[config.mk]
export PLATFORM = sky130hd
export DESIGN_NAME = gelato_inst_decode_flat
export DESIGN_NICKNAME = d
export VERILOG_FILES = /design/src/rtl/gelato_inst_decode_pkg.sv /design/src/rtl/gelato_idecode_ibuffer_if.sv /design/src/rtl/gelato_inst_decode_imm_gen.sv /design/src/rtl/gelato_inst_decode.sv /design/src/flat_wrapper.sv
export SDC_FILE = /design/constraint.sdc
export NUM_CORES = 1
export LEC_CHECK = 0
export BUFFER_PORTS_ARGS = -buffer_cell sky130_fd_sc_hd__buf_2
export CAP_MARGIN = 20
export CORE_ASPECT_RATIO = 1.75
export CORE_MARGIN = 2
export CORE_UTILIZATION = 45
export DETAILED_ROUTE_END_ITERATION = 16
export GPL_TIMING_DRIVEN = 0
export PLACE_DENSITY = 0.84
export SYNTH_ARGS = -nofsm -noshare
export SYNTH_HDL_FRONTEND = slang
export SYNTH_SLANG_ARGS = --single-unit
[constraint.sdc]
create_clock -name clk -period 3.8 [get_ports clk]
set_input_delay 0.76 -clock clk [delete_from_list [all_inputs] [get_ports clk]]
set_output_delay 0.76 -clock clk [all_outputs]
set_load 0.02 [all_outputs]
[src/rtl/gelato_inst_decode_pkg.sv]
// Shared decode types for the Gelato dispatch path.
// Optional GELATO_DECODE_ILLEGAL_TRAP_EN adds the ERROR decode state.
package gelato_types;

  localparam int GELATO_XLEN = 32;

  localparam logic [6:0] OPC_OP     = 7'h33;
  localparam logic [6:0] OPC_OP_IMM = 7'h13;
  localparam logic [6:0] OPC_LOAD   = 7'h03;
  localparam logic [6:0] OPC_JALR   = 7'h67;
  localparam logic [6:0] OPC_SYSTEM = 7'h73;
  localparam logic [6:0] OPC_FENCE  = 7'h0F;
  localparam logic [6:0] OPC_STORE  = 7'h23;
  localparam logic [6:0] OPC_BRANCH = 7'h63;
  localparam logic [6:0] OPC_LUI    = 7'h37;
  localparam logic [6:0] OPC_AUIPC  = 7'h17;
  localparam logic [6:0] OPC_JAL    = 7'h6F;

  typedef enum logic [2:0] {
    INST_R,
    INST_I,
    INST_S,
    INST_B,
    INST_U,
    INST_J,
    INST_ILLEGAL
  } inst_type_e;

  typedef enum logic [1:0] {
    ST_IDLE,
    ST_VALID,
    ST_STALL
`ifdef GELATO_DECODE_ILLEGAL_TRAP_EN
    ,
    ST_ERROR
`endif
  } decode_state_e;

  typedef struct packed {
    logic [GELATO_XLEN-1:0] pc;
    logic [6:0]             opcode;
    logic [4:0]             rd;
    logic [4:0]             rs1;
    logic [4:0]             rs2;
    logic [2:0]             funct3;
    logic [6:0]             funct7;
    logic [GELATO_XLEN-1:0] imm;
    inst_type_e             inst_type;
  } inst_t;

  function automatic inst_type_e decode_type(
    input logic [6:0] op
  );
    inst_type_e t;
    t = INST_ILLEGAL;
    unique case (1'b1)
      op == OPC_OP:     t = INST_R;
      op == OPC_OP_IMM,
      op == OPC_LOAD,
      op == OPC_JALR,
      op == OPC_SYSTEM,
      op == OPC_FENCE:  t = INST_I;
      op == OPC_STORE:  t = INST_S;
      op == OPC_BRANCH: t = INST_B;
      op == OPC_LUI,
      op == OPC_AUIPC:  t = INST_U;
      op == OPC_JAL:    t = INST_J;
      default:          t = INST_ILLEGAL;
    endcase
    return t;
  endfunction

endpackage

[src/rtl/gelato_idecode_ibuffer_if.sv]
// Decode -> instruction buffer link: valid + decoded inst,
// full as backpressure from the buffer.
interface gelato_idecode_ibuffer_if;
  import gelato_types::*;

  logic  valid;
  inst_t inst;
  logic  full;

  modport master (output valid, output inst, input full);
  modport slave  (input valid, input inst, output full);
endinterface

[src/rtl/gelato_inst_decode_imm_gen.sv]
// Combinational immediate generator.
// Ports: inst_i raw word, type_i format, imm_o sign-extended immediate.
module gelato_imm_gen
  import gelato_types::*;
(
  input  logic [31:0] inst_i,
  input  inst_type_e  type_i,
  output logic [31:0] imm_o
);

  always_comb begin
    imm_o = '0;
    unique case (type_i)
      INST_I: imm_o = {{20{inst_i[31]}}, inst_i[31:20]};
      INST_S: imm_o = {{20{inst_i[31]}}, inst_i[31:25],
                       inst_i[11:7]};
      INST_B: imm_o = {{19{inst_i[31]}}, inst_i[31],
                       inst_i[7], inst_i[30:25],
                       inst_i[11:8], 1'b0};
      INST_U: imm_o = {inst_i[31:12], 12'b0};
      INST_J: imm_o = {{11{inst_i[31]}}, inst_i[31],
                       inst_i[19:12], inst_i[20],
                       inst_i[30:21], 1'b0};
      default: imm_o = '0;
    endcase
  end

endmodule

[src/rtl/gelato_inst_decode.sv]
// Decode stage: fetch word in (valid/ready), one output register out,
// backpressure via full, flush, push counter. Option: GELATO_DECODE_ILLEGAL_TRAP_EN.
module gelato_inst_decode
  import gelato_types::*;
#(
  parameter int             XLEN     = 32,
  parameter logic [XLEN-1:0] RESET_PC = '0
) (
  input  logic            clk,
  input  logic            rst_n,
  input  logic            rdy,
  input  logic            flush,
  input  logic            fetch_valid,
  output logic            fetch_ready,
  input  logic [XLEN-1:0] fetch_inst,
  input  logic [XLEN-1:0] fetch_pc,
  gelato_idecode_ibuffer_if.master inst_decoded_data,
`ifdef GELATO_DECODE_ILLEGAL_TRAP_EN
  output logic            illegal_inst,
  output logic [XLEN-1:0] illegal_pc,
`endif
  output logic [15:0]     decode_count
);

  decode_state_e state_q;
  logic          valid_q;
  inst_t         inst_q;
  logic [15:0]   count_q;
  inst_t         dec;
  inst_type_e    dec_type;
  logic [31:0]   dec_imm;
  logic          full;
  logic          accept;
  logic          push;

  assign full = inst_decoded_data.full;

  assign fetch_ready = rst_n && rdy && !flush &&
                       (state_q == ST_IDLE ||
                        (state_q == ST_VALID && !full));

  assign accept = fetch_valid && fetch_ready;
  assign push   = valid_q && !full && rdy && !flush;

  assign dec_type = decode_type(fetch_inst[6:0]);

  gelato_imm_gen u_imm_gen (
    .inst_i (fetch_inst),
    .type_i (dec_type),
    .imm_o  (dec_imm)
  );

  always_comb begin
    dec           = '0;
    dec.pc        = fetch_pc;
    dec.opcode    = fetch_inst[6:0];
    dec.rd        = fetch_inst[11:7];
    dec.funct3    = fetch_inst[14:12];
    dec.rs1       = fetch_inst[19:15];
    dec.rs2       = fetch_inst[24:20];
    dec.funct7    = fetch_inst[31:25];
    dec.imm       = dec_imm;
    dec.inst_type = dec_type;
    if (dec_type == INST_S || dec_type == INST_B)
      dec.rd = '0;
  end

`ifdef GELATO_DECODE_ILLEGAL_TRAP_EN
  logic [XLEN-1:0] ill_pc_q;
  assign illegal_inst = (state_q == ST_ERROR);
  assign illegal_pc   = ill_pc_q;
`endif

  // accept is only possible in IDLE or VALID with full low, and a
  // push is only possible in VALID/STALL, so the arms below cover
  // every transition of the FSM.
  always_ff @(posedge clk or negedge rst_n) begin
    if (!rst_n) begin
      state_q   <= ST_IDLE;
      valid_q   <= 1'b0;
      inst_q    <= '0;
      inst_q.pc <= RESET_PC;
      count_q   <= '0;
`ifdef GELATO_DECODE_ILLEGAL_TRAP_EN
      ill_pc_q  <= '0;
`endif
    end else if (rdy) begin
      if (push)
        count_q <= count_q + 16'd1;
      if (flush) begin
        state_q <= ST_IDLE;
        valid_q <= 1'b0;
      end else if (accept) begin
`ifdef GELATO_DECODE_ILLEGAL_TRAP_EN
        if (dec_type == INST_ILLEGAL) begin
          state_q  <= ST_ERROR;
          valid_q  <= 1'b0;
          ill_pc_q <= fetch_pc;
        end else begin
          state_q <= ST_VALID;
          valid_q <= 1'b1;
          inst_q  <= dec;
        end
`else
        state_q <= ST_VALID;
        valid_q <= 1'b1;
        inst_q  <= dec;
`endif
      end else if (push) begin
        state_q <= ST_IDLE;
        valid_q <= 1'b0;
      end else if (state_q == ST_VALID && full) begin
        state_q <= ST_STALL;
      end
    end
  end

  assign inst_decoded_data.valid = valid_q;
  assign inst_decoded_data.inst  = inst_q;
  assign decode_count            = count_q;

endmodule

[src/flat_wrapper.sv]
// flat-port wrapper written by rule: the top's interface ports become plain ports
module gelato_inst_decode_flat import gelato_types::*;
#(
  parameter int             XLEN     = 32,
  parameter logic [XLEN-1:0] RESET_PC = '0
)
  (clk, rst_n, rdy, flush, fetch_valid, fetch_ready, fetch_inst, fetch_pc, decode_count, inst_decoded_data_valid, inst_decoded_data_inst, inst_decoded_data_full);
  gelato_idecode_ibuffer_if inst_decoded_data_i ();
  input  logic clk;
  input  logic rst_n;
  input  logic rdy;
  input  logic flush;
  input  logic fetch_valid;
  output logic fetch_ready;
  input  logic [XLEN-1:0] fetch_inst;
  input  logic [XLEN-1:0] fetch_pc;
  output logic [15:0] decode_count;
  output wire logic [$bits(inst_decoded_data_i.valid)-1:0] inst_decoded_data_valid;
  output wire logic [$bits(inst_decoded_data_i.inst)-1:0] inst_decoded_data_inst;
  input wire logic [$bits(inst_decoded_data_i.full)-1:0] inst_decoded_data_full;
  assign inst_decoded_data_valid = inst_decoded_data_i.valid;
  assign inst_decoded_data_inst = inst_decoded_data_i.inst;
  assign inst_decoded_data_i.full = inst_decoded_data_full;
  gelato_inst_decode #(.XLEN(XLEN), .RESET_PC(RESET_PC)) u_core (.clk(clk), .rst_n(rst_n), .rdy(rdy), .flush(flush), .fetch_valid(fetch_valid), .fetch_ready(fetch_ready), .fetch_inst(fetch_inst), .fetch_pc(fetch_pc), .inst_decoded_data(inst_decoded_data_i), .decode_count(decode_count));
endmodule
After elaboration in Yosys (flattened, before gate mapping)
Cells that the tools add are included.
Widths: inputs -> output; s select.
- $add $sub $neg: 1
- multiply operators: 0
- div/mod/pow operators: 0
- magnitude comparators: 0
- equal/unequal tests: 17
- shift operators: 0
- muxes and demuxes: 10
- bitwise gates (word level): 1
- reductions and logical operators: 22
- operators by type and width (kind ; count):
    $pmux 32 s5 ; 1
    $eq 7x7->1 const B ; 4
    $eq 7x6->1 const B ; 3
    $pmux 3 s6 ; 1
    $add 16x1->16 const B ; 1
    $eq 7x5->1 const B ; 2
    $logic_and 1x1->1 ; 9
    $mux 2 ; 4
    $eq 7x2->1 const B ; 1
    $eq 7x4->1 const B ; 1
    $eq 3x2->1 const B ; 2
    $eq 3x3->1 const B ; 2
    $reduce_and 2->1 ; 3
    $mux 5 ; 1
    $reduce_or 5->1 ; 1
    $reduce_bool 4->1 ; 1
    $eq 3x1->1 const B ; 1
    $mux 1 ; 3
    $reduce_and 3->1 ; 1
    $reduce_bool 3->1 ; 1
    $eq 2x1->1 const B ; 1
    $logic_not 1->1 ; 2
    $logic_not 2->1 ; 1
    $logic_or 1x1->1 ; 2
    2 further kinds ; 2
- register bits: 118
- bits in latches: 0
- bits in writable memories: 0
- bits in read-only memories: 0
- input bits: 70
- output and inout port bits: 117
- memories: 0

Depth between registers and ports, before layout
- word-level depth: 7
- depth in mapped cells: 11
- gate-level depth less buffers: 9

Cells and area by module
A second synthesis with hierarchy kept.
- cells, all modules: 386
- area total of the unflattened synthesis: 5148.7 um2
- by module, submodules not included (module ; instances ; cells each ; area an instance (um2)):
    gelato_inst_decode ; 1 ; 320 ; 4758.3
    gelato_imm_gen ; 1 ; 66 ; 390.4

Least setup slack after synthesis
OpenSTA, ideal clock, no wires.
- path type: in2reg
- start: in fetch_inst[3]
- end: reg u_core.inst_q, in the netlist u_core.inst_decoded_data.inst[14]
- library setup time: 0.095 ns
- arrival: 2.820 ns
- required time: 3.705 ns
- setup slack: 0.884 ns
- stages: 11
- path buffers: 2
- cell sequence: buf_4 > or2_2 > nor2_1 > inv_2 > ha_1 > clkbuf_1 > or4_1 > nor2_1 > nor3_1 > o41a_1 > o31ai_1
- word-level cells in the longest chain between the ends: 5
- elaborated cells between the ends (all ways): 20
- those cells by class: eq/ne (16); mux (2); reduce/logical (2)
- ends and longest elaborated chain (item ; line ; RTL):
    start, declared ; flat_wrapper.sv:15 ; input logic [XLEN-1:0] fetch_inst;
    $eq 7x4->1, or another cell as far along ; gelato_inst_decode_pkg.sv:62 ; op == OPC_FENCE: t = INST_I;
    $reduce_or 5->1 or $reduce_or 2->1 (tied branches) ; gelato_inst_decode_pkg.sv:56 ; unique case (1'b1)
    $pmux 3 s6 (*) ; gelato_inst_decode_pkg.sv:56 ;
    $eq 3x3->1, or another cell as far along ; gelato_inst_decode_imm_gen.sv:13 ; unique case (type_i)
    $pmux 32 s5 (*) ; gelato_inst_decode_imm_gen.sv:13 ;
    end, declared ; gelato_inst_decode.sv:27 ; inst_t inst_q;
Every way passes the cells marked *; elsewhere a longest branch is shown, timed or not.
A chain may end at the register's enable or synchronous reset.

Worst setup path in the final report
- start: in fetch_inst[3]
- end: reg u_core.inst_q, in the netlist u_core.inst_decoded_data.inst[29]
The elaborated chain is that of the path after synthesis.

==> summary.txt <==
=================================================================================
Actual slew at the worst max-slew pin                                      622 ps
Final cell count without fillers                                              887
Final total power                                                         4.01 mW
Initial antenna violation count                                                 0
IO Port Bufs                                                                  185
Number of synthesized flops with an enable pin                                  0
Total wirelength of the detailed-routed design                           14700 um
Ratio of final minimum period to clock period                               82.5%
Number of different library cells in the post-synthesis netlist                56
Setup repair after global routing missed its margin                            no
Net count, final                                                              815
Row count                                                                      51
Final count of pins violating max slew                                          0
Crit path to                                                         u_core.inst_decoded_data.inst[29]
Max_cap viols                                                                   0
Worst-path clk slew                                                         60 ps
Core footprint                                                         11200 um^2
Synth top area share                                                        57.0%
Max-slew headroom                                                           58.4%
Critical Path Sink Type                                                      flop
Via count                                                                    4638
Root Buffer Master                                                      clkbuf_16
Final setup violation count                                                     0
Via count of the first global-routing pass                                   4794
Launch instance of the worst register-to-register path               u_core.state_q[1]
CTS sink count                                                                118
Most common cell in the netlist                                           nand2_1
First-iteration detailed-routing DRC count                                    231
Die span in x                                                             85.1 um
First-pass GRT wire length                                               23700 um
Ant diodes                                                                      0
TritonCTS clock tree                                                          yes
Post-CTS setup buffer count                                                     0
Fraction of synthesis flops using an asynchronous set or reset pin           100%
Arrival time of data at the critical path endpoint                        3490 ps
YS warnings                                                                     0
Gates resized, CTS repair                                                       0
Proportion of layout cells with a drive suffix above 1                      31.7%
Peak fanout along the critical path                                            10
Number of instances in the synthesized netlist                                536
Hold Crit Class                                                      primary input to async pin
CP startpoint kind                                                   primary input
Outcome                                                              complete, no violations
Worst-case reg-to-reg path depth                                                6
Post-detailed-route wirelength per cell                                   16.6 um
Average cell area after synthesis                                       9.67 um^2
Hold violation total from the final report                                      0
P per Cell Area                                                       578 nW/um^2
Commonest register cell after synthesis                                   dfrtp_1
Post-synthesis to final-layout area growth                                  33.9%
Worst path required time                                                  4150 ps
Via-per-instance ratio                                                       5.23
TritonCTS buffer count                                                         17
Antenna viol nets, final                                                        0
Worst r2r dst                                                        u_core.inst_decoded_data.inst[56]
Buffers from clock root to sink, at most                                        2
Post-synthesis instance area                                            5180 um^2
Dominant cells by area after synthesis                               dfrtp_1 (57%), nand2_1 (16%), xnor2_1 (2.4%)
H-tree lvl count                                                                4
Share of the yosys chip area belonging to registers                         57.0%
Yosys top cell by area                                                    dfrtp_1
I/O pin count                                                                 187
Die outline area                                                       12400 um^2
Final design utilization                                                    62.2%
Worst vdd rail ir drop                                                   0.449 mV
Crit. Startpoint                                                     fetch_inst[3]
#FFs+latches synth                                                            118
Half-perimeter wire length of the detailed placement result              10700 um
# hold bufs at CTS                                                              0
Worst-Skew Late Latency                                                    410 ps
Fmax                                                                      319 MHz
Sum of overflow across all layers after global routing                          0
Max Clock Skew                                                            5.47 ps
Post-Place Cells                                                              854
Type of the worst setup path                                         primary input to flop
Overall Global Routing Usage                                                24.5%
R2R setup slack                                                           1640 ps
RePlAce Congestion                                                          0.875
Final worst path period need                                              3140 ps
Most frequent cells after synthesis                                  nand2_1 (223), dfrtp_1 (118), clkbuf_1 (20)
Worst Setup Slack, final                                                   664 ps
Net count of the mapped netlist                                               609
Starting density of the core                                                46.4%
Post-placement worst setup slack                                           127 ps
Iteration count of the initial detailed-routing pass                            4
DRC                                                                             0
Leakage component of the power                                            3.90 nW
Die extent in y                                                            146 um
Maximum number of pins on one net before global-route repair                   67
=================================================================================
-- flip-flops by register name (all words and copies together), names as in the netlist --
signal / flops
u_core.state_q: 2
u_core.decode_count: 16
u_core.inst_decoded_data.valid: 1
u_core.inst_decoded_data.inst: 99
-- routing by layer --
layer / vias to the layer above / wire [um] / track usage (%)
met2: 188 / 8070 / 43.8
met1: 2206 / 5470 / 26.8
met4: 0 / 435 / 11.4
li1: 2211 / - / -
met3: 33 / 739 / 5.67
met5: - / 0 / 0
-- report_power, final --
part	internal, mW	switching (mW)	leakage, nW	total [mW]
Clock	1.07	0.640	0.302	1.71
Sequential	1.44	0.104	1.55	1.54
Combinational	0.252	0.507	2.05	0.758
Total	2.76	1.25	3.90	4.01
-- critical path, cell delays in order --
cell,delay [ps]
buf_2,150
buf_4,180
or2_2,340
nor2_1,250
inv_2,170
ha_1,210
clkbuf_1,210
a41oi_1,300
nor2_1,150
nor4_2,290
buf_2,320
a21o_1,160
-- logic make-up (layout without fill, tap and decap cells) --
family / count (synthesis) / in the layout / share of synthesized area (%)
adder cells (fa/ha/maj): 3 / 3 / 0.724
multiplexers: 1 / 1 / 0.217
buffers and inverters: 32 / 251 / 2.61
AND/OR/NAND/NOR: 302 / 302 / 26.8
flip-flops: 118 / 118 / 57.0
XOR/XNOR: 17 / 17 / 2.87
AO/OA/AOI/OAI: 63 / 63 / 9.80
-- final cells by class --
cell class | count | area [um^2]
sequential | 118 | 2950
timing repair buffer | 187 | 965
clock buffer | 18 | 439
clock inverter | 14 | 189
fill | 940 | 4230
multi-input combinational | 386 | 2090
tap | 132 | 165
buffer | 27 | 116
inverter | 5 | 18.8
-- stage by stage --
stage | hold slack, ps | TNS, ps | cell area (um^2)
after floorplan | 464 | 0 | 5180
after global placement | 445 | -69550 | 6270
after detailed placement | 450 | 0 | 6310
after CTS | 308 | 0 | 6940
after global routing | 321 | 0 | 6940
final | 298 | 0 | 6940
-- cell usage in the layout, fill, tap and decap left out, types with 8 or more instances in the layout --
cell type,synthesis,final
buf_2,3,187
xnor2_1,14,14
nand2_1,223,223
a221o_1,8,8
a21o_1,15,15
clkbuf_1,20,20
clkbuf_16,0,17
nand3_1,10,10
o21ai_0,8,8
dfrtp_1,118,118
nor2_1,13,13
nand4_1,10,10
-- worst min-delay path by stage --
| stage | endpoint | from |
|---|---|---|
| after global routing | u_core.inst_decoded_data.inst[96] | rst_n |
| after floorplan | u_core.decode_count[0] | rst_n |
| after global placement | u_core.inst_decoded_data.inst[57] | u_core.inst_decoded_data.inst[57] |
| after detailed placement | u_core.inst_decoded_data.inst[57] | u_core.inst_decoded_data.inst[57] |
| after CTS | u_core.inst_decoded_data.inst[96] | rst_n |
| final | u_core.inst_decoded_data.inst[96] | rst_n |
No activity file was read; power rests on OpenSTA's default activity.
